`src/rtl/cpu_pkg.sv`:
```
// Shared constants for the CPU MULT/DIV sequencer: default width, op and state encodings.
// Latency: n/a (types and constants only).
// Backpressure: n/a.
package cpu_pkg;

    localparam int DEFAULT_WIDTH = 32;

    localparam logic OP_MULT = 1'b0;
    localparam logic OP_DIV  = 1'b1;

    typedef enum logic [1:0] {
        IDLE = 2'd0,
        RUN  = 2'd1,
        FIX  = 2'd2,
        DONE = 2'd3
    } md_state_t;

endpackage

```
`src/rtl/muldiv_step.sv`:
```
// One unsigned iteration: shift-add multiply step or restoring divide step on magnitudes.
// Latency: purely combinational.
// Backpressure: none; the sequencer decides when the result is registered.
module muldiv_step
    import cpu_pkg::*;
#(
    parameter int WIDTH = DEFAULT_WIDTH
) (
    input  logic                 op,
    input  logic [2*WIDTH-1:0]   acc_i,
    input  logic [WIDTH-1:0]     opnd_i,
    output logic [2*WIDTH-1:0]   acc_o
);

    // MULT: acc = {partial_product, remaining_multiplier}; DIV: acc = {remainder, dividend/quotient}
    logic [WIDTH:0]     add_sum;
    logic [2*WIDTH-1:0] mul_acc;
    logic [WIDTH:0]     shifted;
    logic               borrow;
    logic [WIDTH-1:0]   rem_sub;
    logic [WIDTH-1:0]   rem_new;
    logic [2*WIDTH-1:0] div_acc;

    // Both step flavours are computed; op selects which one is written back.
    always_comb begin
        add_sum = {1'b0, acc_i[2*WIDTH-1:WIDTH]} + (acc_i[0] ? {1'b0, opnd_i} : '0);
        mul_acc = {add_sum, acc_i[WIDTH-1:1]};

        // Remainder is always below the divisor, so the trial difference fits in WIDTH bits.
        shifted = {acc_i[2*WIDTH-1:WIDTH], acc_i[WIDTH-1]};
        borrow  = shifted < {1'b0, opnd_i};
        rem_sub = shifted[WIDTH-1:0] - opnd_i;
        rem_new = borrow ? shifted[WIDTH-1:0] : rem_sub;
        div_acc = {rem_new, acc_i[WIDTH-2:0], ~borrow};

        acc_o = (op == OP_DIV) ? div_acc : mul_acc;
    end

endmodule

```
`src/rtl/muldiv_seq.sv`:
```
// Multicycle signed MULT/DIV sequencer: WIDTH iterations on magnitudes, then sign fix-up into hi/lo.
// Latency: done 34 cycles after start is sampled (WIDTH=32); 1 cycle for divide by zero.
// Backpressure: none; start is only accepted in IDLE and ignored (not queued) while busy.
module muldiv_seq
    import cpu_pkg::*;
#(
    parameter int WIDTH = DEFAULT_WIDTH
) (
    input  logic              clk,
    input  logic              reset,
    input  logic              start,
    input  logic              op,
    input  logic [WIDTH-1:0]  a,
    input  logic [WIDTH-1:0]  b,
    output logic              busy,
    output logic              done,
    output logic              div_zero,
    output logic [WIDTH-1:0]  hi,
    output logic [WIDTH-1:0]  lo
);

    localparam int CNT_W = $clog2(WIDTH);

    md_state_t          state_q, state_d;
    logic [CNT_W-1:0]   count_q, count_d;
    logic [2*WIDTH-1:0] acc_q, acc_d;
    logic [WIDTH-1:0]   opnd_q, opnd_d;
    logic               op_q, op_d;
    logic               neg_q, neg_d;      // operand signs differ
    logic               sa_q, sa_d;        // sign of a, for the remainder
    logic [WIDTH-1:0]   hi_q, hi_d;
    logic [WIDTH-1:0]   lo_q, lo_d;
    logic               busy_q, busy_d;
    logic               done_q, done_d;
    logic               dz_q, dz_d;

    logic [WIDTH-1:0]   mag_a, mag_b;
    logic [2*WIDTH-1:0] step_acc;
    logic [2*WIDTH-1:0] prod_fix;

    // Magnitudes are unsigned, so |0x80000000| is represented correctly as 2^(WIDTH-1).
    always_comb begin
        mag_a = a[WIDTH-1] ? -a : a;
        mag_b = b[WIDTH-1] ? -b : b;
    end

    muldiv_step #(.WIDTH(WIDTH)) u_step (
        .op     (op_q),
        .acc_i  (acc_q),
        .opnd_i (opnd_q),
        .acc_o  (step_acc)
    );

    // Next-state, datapath load/iterate and sign fix-up; outputs are registered from here.
    always_comb begin
        state_d  = state_q;
        count_d  = count_q;
        acc_d    = acc_q;
        opnd_d   = opnd_q;
        op_d     = op_q;
        neg_d    = neg_q;
        sa_d     = sa_q;
        hi_d     = hi_q;
        lo_d     = lo_q;
        busy_d   = 1'b0;
        done_d   = 1'b0;
        dz_d     = 1'b0;
        prod_fix = neg_q ? -acc_q : acc_q;

        case (state_q)
            IDLE: begin
                if (start) begin
                    op_d    = op;
                    neg_d   = a[WIDTH-1] ^ b[WIDTH-1];
                    sa_d    = a[WIDTH-1];
                    count_d = '0;
                    if (op == OP_DIV && b == '0) begin
                        // hi/lo deliberately untouched on the zero-divisor path
                        state_d = DONE;
                        done_d  = 1'b1;
                        dz_d    = 1'b1;
                    end else begin
                        state_d = RUN;
                        busy_d  = 1'b1;
                        acc_d   = (op == OP_MULT) ? {{WIDTH{1'b0}}, mag_b} : {{WIDTH{1'b0}}, mag_a};
                        opnd_d  = (op == OP_MULT) ? mag_a : mag_b;
                    end
                end
            end
            RUN: begin
                acc_d   = step_acc;
                busy_d  = 1'b1;
                count_d = count_q + CNT_W'(1);
                if (count_q == CNT_W'(WIDTH - 1)) begin
                    state_d = FIX;
                end
            end
            FIX: begin
                if (op_q == OP_MULT) begin
                    hi_d = prod_fix[2*WIDTH-1:WIDTH];
                    lo_d = prod_fix[WIDTH-1:0];
                end else begin
                    lo_d = neg_q ? -acc_q[WIDTH-1:0] : acc_q[WIDTH-1:0];
                    hi_d = sa_q ? -acc_q[2*WIDTH-1:WIDTH] : acc_q[2*WIDTH-1:WIDTH];
                end
                done_d  = 1'b1;
                state_d = DONE;
            end
            DONE: begin
                state_d = IDLE;
            end
            default: begin
                state_d = IDLE;
            end
        endcase
    end

    // State and output registers; synchronous reset aborts any operation in flight.
    always_ff @(posedge clk) begin
        if (reset) begin
            state_q <= IDLE;
            count_q <= '0;
            acc_q   <= '0;
            opnd_q  <= '0;
            op_q    <= OP_MULT;
            neg_q   <= 1'b0;
            sa_q    <= 1'b0;
            hi_q    <= '0;
            lo_q    <= '0;
            busy_q  <= 1'b0;
            done_q  <= 1'b0;
            dz_q    <= 1'b0;
        end else begin
            state_q <= state_d;
            count_q <= count_d;
            acc_q   <= acc_d;
            opnd_q  <= opnd_d;
            op_q    <= op_d;
            neg_q   <= neg_d;
            sa_q    <= sa_d;
            hi_q    <= hi_d;
            lo_q    <= lo_d;
            busy_q  <= busy_d;
            done_q  <= done_d;
            dz_q    <= dz_d;
        end
    end

    assign busy     = busy_q;
    assign done     = done_q;
    assign div_zero = dz_q;
    assign hi       = hi_q;
    assign lo       = lo_q;

endmodule

```
`config.mk`:
```
export PLATFORM = sky130hd
export DESIGN_NAME = muldiv_seq
export DESIGN_NICKNAME = d
export VERILOG_FILES = /design/src/rtl/cpu_pkg.sv /design/src/rtl/muldiv_step.sv /design/src/rtl/muldiv_seq.sv
export SDC_FILE = /design/constraint.sdc
export NUM_CORES = 1
export LEC_CHECK = 0
export CAP_MARGIN = 20
export CORE_ASPECT_RATIO = 0.6
export CORE_MARGIN = 2
export CORE_UTILIZATION = 64
export CTS_CLUSTER_DIAMETER = 150
export DETAILED_ROUTE_END_ITERATION = 10
export PLACE_DENSITY = 0.88
export SETUP_SLACK_MARGIN = 0.5
export SLEW_MARGIN = 15
export SYNTH_ARGS = -nofsm -noshare
export SYNTH_HDL_FRONTEND = slang
export SYNTH_SLANG_ARGS = --single-unit
```
`constraint.sdc`:
```
create_clock -name clk -period 4.8 [get_ports clk]
set_input_delay 0.48 -clock clk [delete_from_list [all_inputs] [get_ports clk]]
set_output_delay 0.48 -clock clk [all_outputs]
set_load 0.02 [all_outputs]
```
==> Word level (Yosys, flattened, before mapping) <==
Index checks and enable logic that the tools add are counted.
{ "classes": {"reduce_logical": 10, "n_addsub": 8, "magnitude_cmp": 1, "mux": 27, "n_eq_ne": 7, "bitwise_logic": 4} }
{ "op_table": {"columns": ["operator", "n"], "rows": [
  ["$mux W32", 10],
  ["$mux W64", 4],
  ["$neg A32 Y32", 4],
  ["$pmux W64 S2", 1],
  ["$neg A64 Y64", 1],
  ["$add A32 B33 Y33", 1],
  ["$lt A33 B32 Y1", 1],
  ["$logic_not A32 Y1", 1],
  ["$sub A32 B32 Y32", 1],
  ["$pmux W5 S2", 1],
  ["$pmux W2 S4", 1],
  ["$mux W2", 3],
  ["$ne A2 B2 Y1 const B", 3],
  ["$reduce_and A2 Y1", 3],
  ["$reduce_and A3 Y1", 2],
  ["$add A5 B1 Y5 const B", 1],
  ["$eq A5 B5 Y1 const B", 1],
  ["$mux W5", 1],
  ["$eq A2 B2 Y1 const B", 2],
  ["$mux W1", 4],
  ["$pmux W1 S2", 2],
  ["$not A1 Y1", 3],
  ["$eq A2 B1 Y1 const B", 1],
  ["$logic_not A2 Y1", 1],
  ["4 further kinds", 4]
]} }
{ "word_totals": {"reg_bits": 173, "elab_cells": 69, "out_inout_bits": 67} }

==> Depth between registers and ports, before layout <==
Gate-level depths: netlist of the first run.
{ "logic_depth": {"depth_word": 6, "depth_mapped": 15, "depth_no_buf": 14} }

==> By module <==
Synthesis of the first run repeated with hierarchy kept, for this count alone.
{ "unflattened": {"cells_unflattened": 2083, "area_unflattened_um2": 15517.4} }
{ "by_module_without_submodules": {"columns": ["mod", "n_inst", "area_each_um2", "seq_area_each_um2", "cells_each"], "rows": [
  ["muldiv_seq", 1, 10741.6, 3463.3, 1382],
  ["muldiv_step", 1, 4775.8, 0.0, 701]
]} }

==> Least setup slack after synthesis of the first run <==
No wires, ideal clock.
{ "synth_timing": {"kind": "register to register", "startpoint": "register acc_q[0]", "endpoint": "register acc_q[51]", "path_stages_with_launch": 15, "setup_ps": 122, "required_ps": 4678, "path_slack_ps": 1675, "period_less_slack_ps": 3125, "arrival_ps": 3003, "path_cell_list": "dfxtp_1 inv_1 buf_1 nor2_1 ha_1 o21a_1 o31a_1 o31a_1 nor3b_2 o21ai_1 a21o_1 a41oi_1 o21ai_0 xor2_1 a221o_1"} }
{ "synth_via": {"elab_chain_len": 4} }
{ "synth_lines": {"columns": ["element", "line_no", "rtl"], "rows": [
  ["start, declared", "muldiv_seq.sv:26", "logic [2*WIDTH-1:0] acc_q, acc_d;"],
  ["start signal, assigned", "muldiv_seq.sv:123", "acc_q <= '0;"],
  ["start signal, assigned", "muldiv_seq.sv:136", "acc_q <= acc_d;"],
  ["$mux W32", "muldiv_step.sv:26", "add_sum = {1'b0, acc_i[2*WIDTH-1:WIDTH]} + (acc_i[0] ? {1'b0, opnd_i} : '0);"],
  ["$add A32 B33 Y33", "muldiv_step.sv:26", null],
  ["$mux W64", "muldiv_step.sv:36", "acc_o = (op == OP_DIV) ? div_acc : mul_acc;"],
  ["$pmux W64 S2", "muldiv_seq.sv:70", "case (state_q)"]
]} }
No other way between the ends.
A chain may end at the register's enable or synchronous reset.

==> Final worst setup path of the first run <==
{ "layout_timing": {"startpoint": "register acc_q[0]", "endpoint": "register acc_q[63]"} }
The elaborated chain is that of the path after synthesis.

==> reports/qor.txt, run 1 <==
total of max-cap violations - 0
outcome - finished, final reports clean
dpl hpwl - 34.73 mm
Initial Util - 65.50%
Synth Cell Area - 13840 um^2
Slew @ Worst Pin - 0.8847 ns
crit-path max FO - 12
Die X - 193.9 um
I/O pin cnt - 135
dpl cells - 2195
HP Class - reg2reg
CTS clk-pin slew, worst paths - 0.08 ns
Worst path depth - 13
Yosys reg bits - 173
GP Congestion - 1.019
switching share of power - 47.52%
sequential share of power - 28.1%
non-filler instance count after layout - 2229
Max VDD drop - 431.2 uV
unrepaired setup endpoints after global routing - no
crit start category - flip-flop
initial antenna violation count - 0
CTS buffer count - 17
PD cells - 477.1 nW/um^2
Pleak - 6.224 nW
vias - 14850
sequential share of the synthesized area - 25.02%
EDFF count, synth - 0
Critical Path AT - 4.43 ns
detail-routed via count per cell - 6.660
Synth top area share - 25.02%
clk_lat worst skew - 0.46 ns
Logic pwr share - 53.2%
Reg2Reg Depth - 13
Req. time, crit path - 5.15 ns
Ys Warns - 0
cell taking the most area after synthesis - dfxtp_1
die area - 22860 um^2
# hold bufs at CTS - 0
Final ANT Viol Nets - 0
area grow syn2layout - 14.92%
antenna cells - 0
Die H - 117.9 um
Setup Skew - 0.01138 ns
CTS Buffer Depth - 2
Bufs and invs on worst path - 1
Synth Area per Inst - 7.415 um^2
switching pwr - 3.607 mW
Synth cell types - 81
Crit path largest cell delay - 0.64 ns
First-pass DRT Iterations - 7
WL/cell - 20.65 um
Post-CTS Setup Inserts - 0
hold path depth - 2
share of post-route cells with drive strength above 1 - 6.000%
final worst-path cycle share - 85.02%
global route total overflow - 0
Crit Path Class - reg2reg
delay-heaviest family, CP - compound AO/OA/AOI/OAI gates
all-layer global routing usage - 39.16%
Starting DRT DRC Count - 2066
Pint - 3.983 mW
fillers - 1643
Num Clock Sinks - 173
synthesized instance count - 1867
pin count of the biggest net entering global routing - 101
Slew headroom - 41.02%
I/O Buffers - 134
Syn Nets - 2010
number of global-route vias before repair - 13200
clock root buffer - clkbuf_16
Cell Chain, Critical Path - clkinvlp_2, nor2_1, ha_1, nand2_1, o21ai_0, a22o_1, a21o_1, o311ai_1, a21oi_1, nor2_1, o221ai_1, o311a_1, a22o_1
final hold vios - 0
# rows - 41
first-pass GRT wire length - 71.75 mm
Async SR Flop Fraction - 0%
Nets - 2080
main area contributors after synthesis - dfxtp_1 25%, nor2_1 7.5%, ha_1 6.6%
Setup violations, final - 0
Worst Setup End Kind - flip-flop
minimum clock period - 4.081 ns
CTS tree - done
Top FF cell, synth - dfxtp_1
H-tree Lvls - 4
clock power share - 18.8%
Peak Freq - 245.0 MHz
Final Max Tran Viols - 0
Slowest-stage cell, CP - clkinvlp_2
Post-Route WL - 46.03 mm
Core Box Area - 21140 um^2
Setup TNS - 0 ns
detailed-route DRC error count - 0
==> synth_stat cells (all sizes together), types with 11 or more instances <==
cell type and instances:
nand3 26, buf 29, xor2 85, or2 11, nand2 173, dfxtp 173, a21oi 112, a22oi 17
xnor2 82, or3 16, clkbuf 84, nand4 14, a21o 25, o41ai 15, o211ai 16, mux2 19
a211oi 118, nor2 277, a31oi 13, nor2b 16, nand2b 20, inv 62, nor4 11, ha 73
o21ai 139, o31ai 24, mux2i 44, nor3 68
==> sequential cells by signal, indices dropped and copies added (netlist names) <==
name and flops:
op_q 1, acc_q 64, done 1, busy 1
div_zero 1, neg_q 1, opnd_q 32, hi 32
count_q 5, lo 32, state_q 2, sa_q 1
==> worst paths after layout <==
| kind | from | end | slack (ns) |
|---|---|---|---|
| worst max register to register | acc_q[0]$_SDFFE_PP0P_ | acc_q[63]$_SDFFE_PP0P_ | 0.72 |
| worst min-delay path | opnd_q[12]$_SDFFE_PP0P_ | opnd_q[12]$_SDFFE_PP0P_ | 0.46 |
| worst min register to register | opnd_q[12]$_SDFFE_PP0P_ | opnd_q[12]$_SDFFE_PP0P_ | 0.46 |
| worst max-delay path | acc_q[0]$_SDFFE_PP0P_ | acc_q[63]$_SDFFE_PP0P_ | 0.72 |
==> power by group through the flow <==
stage          sequential [mW]  combinational (mW)  clock (mW)
2_1_floorplan             2.14                2.70           0
3_3_place_gp              2.11                3.77           0
3_5_place_dp              2.13                3.89           0
4_1_cts                   2.11                3.92        1.41
5_1_grt                   2.17                4.35        1.46
6_report                  2.13                4.04        1.42
==> cells by family (layout without fill, tap and decap cells) <==
kind of cell	count (synthesis)	in the layout	share of synthesized area, %
AND/OR/NAND/NOR	672	672	22.05
AO/OA/AOI/OAI	542	542	25.74
buffers and inverters	175	258	5.007
flip-flops	173	173	25.02
XOR/XNOR	167	167	10.57
adder cells (fa/ha/maj)	75	75	6.887
multiplexers	63	63	4.727
==> metal layers <==
metal | part of all wire [%] | GRT usage (%)
met5 | 0 | 0
met4 | 1.8 | 8.570
met3 | 15 | 12.46
met2 | 39 | 53.37
met1 | 45 | 59.17
==> stage by stage <==
step | worst slack [ns] | cell area, um^2 | power (mW) | hold WS (ns) | util [%]
after CTS | 0.9310 | 15890 | 7.428 | 0.4577 | 75.20
after global placement | 0.9696 | 15300 | 5.887 | 0.4414 | 72.40
after global routing | 0.5664 | 15910 | 7.984 | 0.4728 | 75.27
final | 0.7188 | 15910 | 7.590 | 0.4580 | 75.27
after detailed placement | 0.8865 | 15300 | 6.025 | 0.4476 | 72.40
after floorplan | 1.675 | 13840 | 4.837 | 0.4319 | -
==> cells in the final DEF (no fill, tap or decap), types with 14 or more instances in the layout <==
master | synthesis | routed
o21ai_0 | 120 | 120
nand4_1 | 14 | 14
nand2_1 | 172 | 172
a22oi_1 | 17 | 17
buf_4 | 2 | 29
nor3_1 | 66 | 66
mux2i_1 | 44 | 44
dfxtp_1 | 173 | 172
o211ai_1 | 16 | 16
nand3_1 | 26 | 26
o31ai_1 | 22 | 22
nor2b_1 | 16 | 16
mux2_2 | 19 | 19
inv_1 | 61 | 60
a21oi_1 | 110 | 110
nor2_1 | 277 | 276
clkbuf_16 | 0 | 17
ha_1 | 73 | 71
xnor2_1 | 82 | 82
clkdlybuf4s50_1 | 0 | 132
a21o_1 | 25 | 25
nand2b_1 | 19 | 19
a211oi_1 | 118 | 118
or3_1 | 16 | 16
o21ai_1 | 19 | 17
xor2_1 | 85 | 85
==> area by class of cell <==
type                    instances  area, um^2  share of cell area (%)
multi-input cells            1519        9712                   61.05
flip-flops and latches        173        3465                   21.78
inverters                      62       236.5                   1.486
repair buffers                163        1551                   9.752
clock buffers                  18       439.2                   2.761
well taps                     279       349.1                   2.194
clock inverters                14       151.4                  0.9516
repair inverters                1       5.005                 0.03146
==> timing repair <==
action,in CTS,in global routing
setup endpoints to repair,0,1
endpoints found under the hold margin,0,0
gates resized for setup,0,1
==> worst min-delay path, delay by kind of cell (launching register included) <==
family,cells,cell delay [ns]
flip-flops,1,0.31
AND/OR/NAND/NOR,1,0.05
AO/OA/AOI/OAI,1,0.05
Note: power is estimated with default switching activity, not from simulation.
==> run 2: changes to the inputs <==
Settings changed: CAP_MARGIN 20 to not set.
==> reports/qor.txt, run 2 (same netlist as run 1, synthesis figures left out) <==
all-layer global routing usage - 39.16% (unchanged)
total of max-cap violations - 0 (unchanged)
FF-to-FF setup slack - 0.70 ns (was 0.72 ns)
Critical R2R Capture - acc_q[63]$_SDFFE_PP0P_ (unchanged)
CTS buffer count - 17 (unchanged)
vias - 14790 (was 14850)
Total Power - 7.589 mW (was 7.590 mW)
Req. time, crit path - 5.15 ns (about the same)
die area - 22860 um^2 (unchanged)
Max VDD drop - 433.9 uV (was 431.2 uV)
Worst Setup End Kind - flip-flop (unchanged)
antenna cells - 0 (unchanged)
Nets - 2079 (was 2080)
unrepaired setup endpoints after global routing - no (unchanged)
clk_lat worst skew - 0.46 ns (about the same)
routed wl met3 - 6.938 mm (was 6.729 mm)
outcome - finished, final reports clean (unchanged)
Critical Path AT - 4.46 ns (was 4.43 ns)
Slew headroom - 25.22% (was 41.02%)
initial antenna violation count - 0 (unchanged)
detail-routed via count per cell - 6.638 (was 6.660)
Starting DRT DRC Count - 2170 (was 2066)
met2 wire len - 17.88 mm (was 17.89 mm)
crit start category - flip-flop (unchanged)
CTS clk-pin slew, worst paths - 0.07 ns (was 0.08 ns)
first-pass GRT wire length - 71.75 mm (unchanged)
HP Class - reg2reg (unchanged)
CTS tree - done (unchanged)
commonest non-fill, non-tap cell in the layout - nor2_1 (unchanged)
pin count of the biggest net entering global routing - 101 (unchanged)
First-pass DRT Iterations - 6 (was 7)
number of global-route vias before repair - 13200 (unchanged)
final hold vios - 0 (unchanged)
Setup Skew - 0.01268 ns (was 0.01138 ns)
Setup TNS - 0 ns (unchanged)
minimum clock period - 4.104 ns (was 4.081 ns)
dpl hpwl - 34.73 mm (unchanged)
I/O pin cnt - 135 (unchanged)
Post-Route WL - 46.01 mm (was 46.03 mm)
share of post-route cells with drive strength above 1 - 5.952% (was 6.000%)
PostCTS Resize Cnt - 0 (unchanged)
Num Clock Sinks - 173 (unchanged)
WL/cell - 20.65 um (about the same)
most frequent cells in the layout - 276 x nor2_1, 172 x nand2_1, 172 x dfxtp_1, 132 x clkdlybuf4s50_1, 120 x o21ai_0 (unchanged)
detailed-route DRC error count - 0 (unchanged)
HP Start - opnd_q[12]$_SDFFE_PP0P_ (unchanged)
# rows - 41 (unchanged)
I/O Buffers - 134 (unchanged)
area grow syn2layout - 14.87% (was 14.92%)
Pleak - 6.220 nW (was 6.224 nW)
GP Congestion - 1.019 (unchanged)
# hold bufs at CTS - 0 (unchanged)
Setup violations, final - 0 (unchanged)
Final ANT Viol Nets - 0 (unchanged)
Biggest register - acc_q (unchanged)
non-filler instance count after layout - 2228 (was 2229)
Die X - 193.9 um (unchanged)
final worst-path cycle share - 85.51% (was 85.02%)
Post-CTS Setup Inserts - 0 (unchanged)
global route total overflow - 0 (unchanged)
PD cells - 477.2 nW/um^2 (was 477.1 nW/um^2)
Final Max Tran Viols - 0 (unchanged)
H-tree Lvls - 4 (unchanged)
Slew @ Worst Pin - 1.122 ns (was 0.8847 ns)
hold path depth - 2 (unchanged)
Crit Path Class - reg2reg (unchanged)
M1 WL - 20.37 mm (was 20.58 mm)
max layer used - met4 (unchanged)
Initial Util - 65.50% (unchanged)
Reg2Reg Depth - 13 (unchanged)
CTS Buffer Depth - 2 (unchanged)
worst reg2reg path startpoint - acc_q[0]$_SDFFE_PP0P_ (unchanged)
worst hold endpoint - opnd_q[12]$_SDFFE_PP0P_ (unchanged)
Core Box Area - 21140 um^2 (unchanged)
dpl cells - 2195 (unchanged)
Die H - 117.9 um (unchanged)
crit-path max FO - 12 (unchanged)
clock root buffer - clkbuf_16 (unchanged)
Peak Freq - 243.6 MHz (was 245.0 MHz)
max reg flops - 64 (unchanged)
## run 2: cell count changes in the layout (fill, tap and decap cells not counted), sizes merged
cell	delta
clkbuf	-1
## run 2: through the flow
stage                     hold WS [ns]  setup slack [ns]  instance area (um^2)  utilization, %
after floorplan                 0.4319             1.675                 13840               -
after global placement          0.4414            0.9696                 15300           72.40
after detailed placement        0.4476            0.8865                 15300           72.40
after CTS                       0.4577            0.9310                 15890           75.20
after global routing            0.4728            0.5733                 15900           75.24
final                           0.4578            0.6957                 15900           75.24
## run 2: per-layer routing
metal  vias to the layer above  track usage (%)
li1                       6864                -
met1                      6838            59.17
met2                       983            53.37
met3                       104            12.46
met4                         0            8.570
met5                         -                0
## run 2: worst max path at each step
stage / from / endpoint / slack (ns) / depth (start not counted)
5_1_grt: acc_q[0]$_SDFFE_PP0P_ / acc_q[62]$_SDFFE_PP0P_ / 0.57 / 13
3_3_place_gp: b[25] / acc_q[31]$_SDFFE_PP0P_ / 0.97 / 12
6_report: acc_q[0]$_SDFFE_PP0P_ / acc_q[63]$_SDFFE_PP0P_ / 0.70 / 13
2_1_floorplan: acc_q[0]$_SDFFE_PP0P_ / acc_q[51]$_SDFFE_PP0P_ / 1.68 / 14
4_1_cts: acc_q[0]$_SDFFE_PP0P_ / acc_q[63]$_SDFFE_PP0P_ / 0.93 / 13
3_5_place_dp: b[25] / acc_q[31]$_SDFFE_PP0P_ / 0.89 / 12
## run 2: cell type report
type	count	area, um^2
inverters	62	236.5
fillers	1644	5234
clock buffers	18	439.2
clock inverters	14	151.4
repair buffers	162	1544
well taps	279	349.1
repair inverters	1	5.005
flip-flops and latches	173	3465
multi-input cells	1519	9712
## run 2: critical path, cell delays in order (launching register included)
cell and delay, ns:
dfxtp_1 0.62, clkinvlp_2 0.63, nor2_1 0.28, ha_1 0.34, nand2_1 0.15, o21ai_0 0.10
a22o_1 0.24, a21o_1 0.18, o311ai_1 0.56, a21oi_1 0.19, nor2_1 0.24, o221ai_1 0.16
o311a_1 0.12, a22o_1 0.19
## run 2: power by group
| part | internal [mW] | switching (mW) | leakage [nW] |
|---|---|---|---|
| Clock | 0.708 | 0.718 | 0.279 |
| Combinational | 1.52 | 2.51 | 4.53 |
| Sequential | 1.75 | 0.379 | 1.41 |
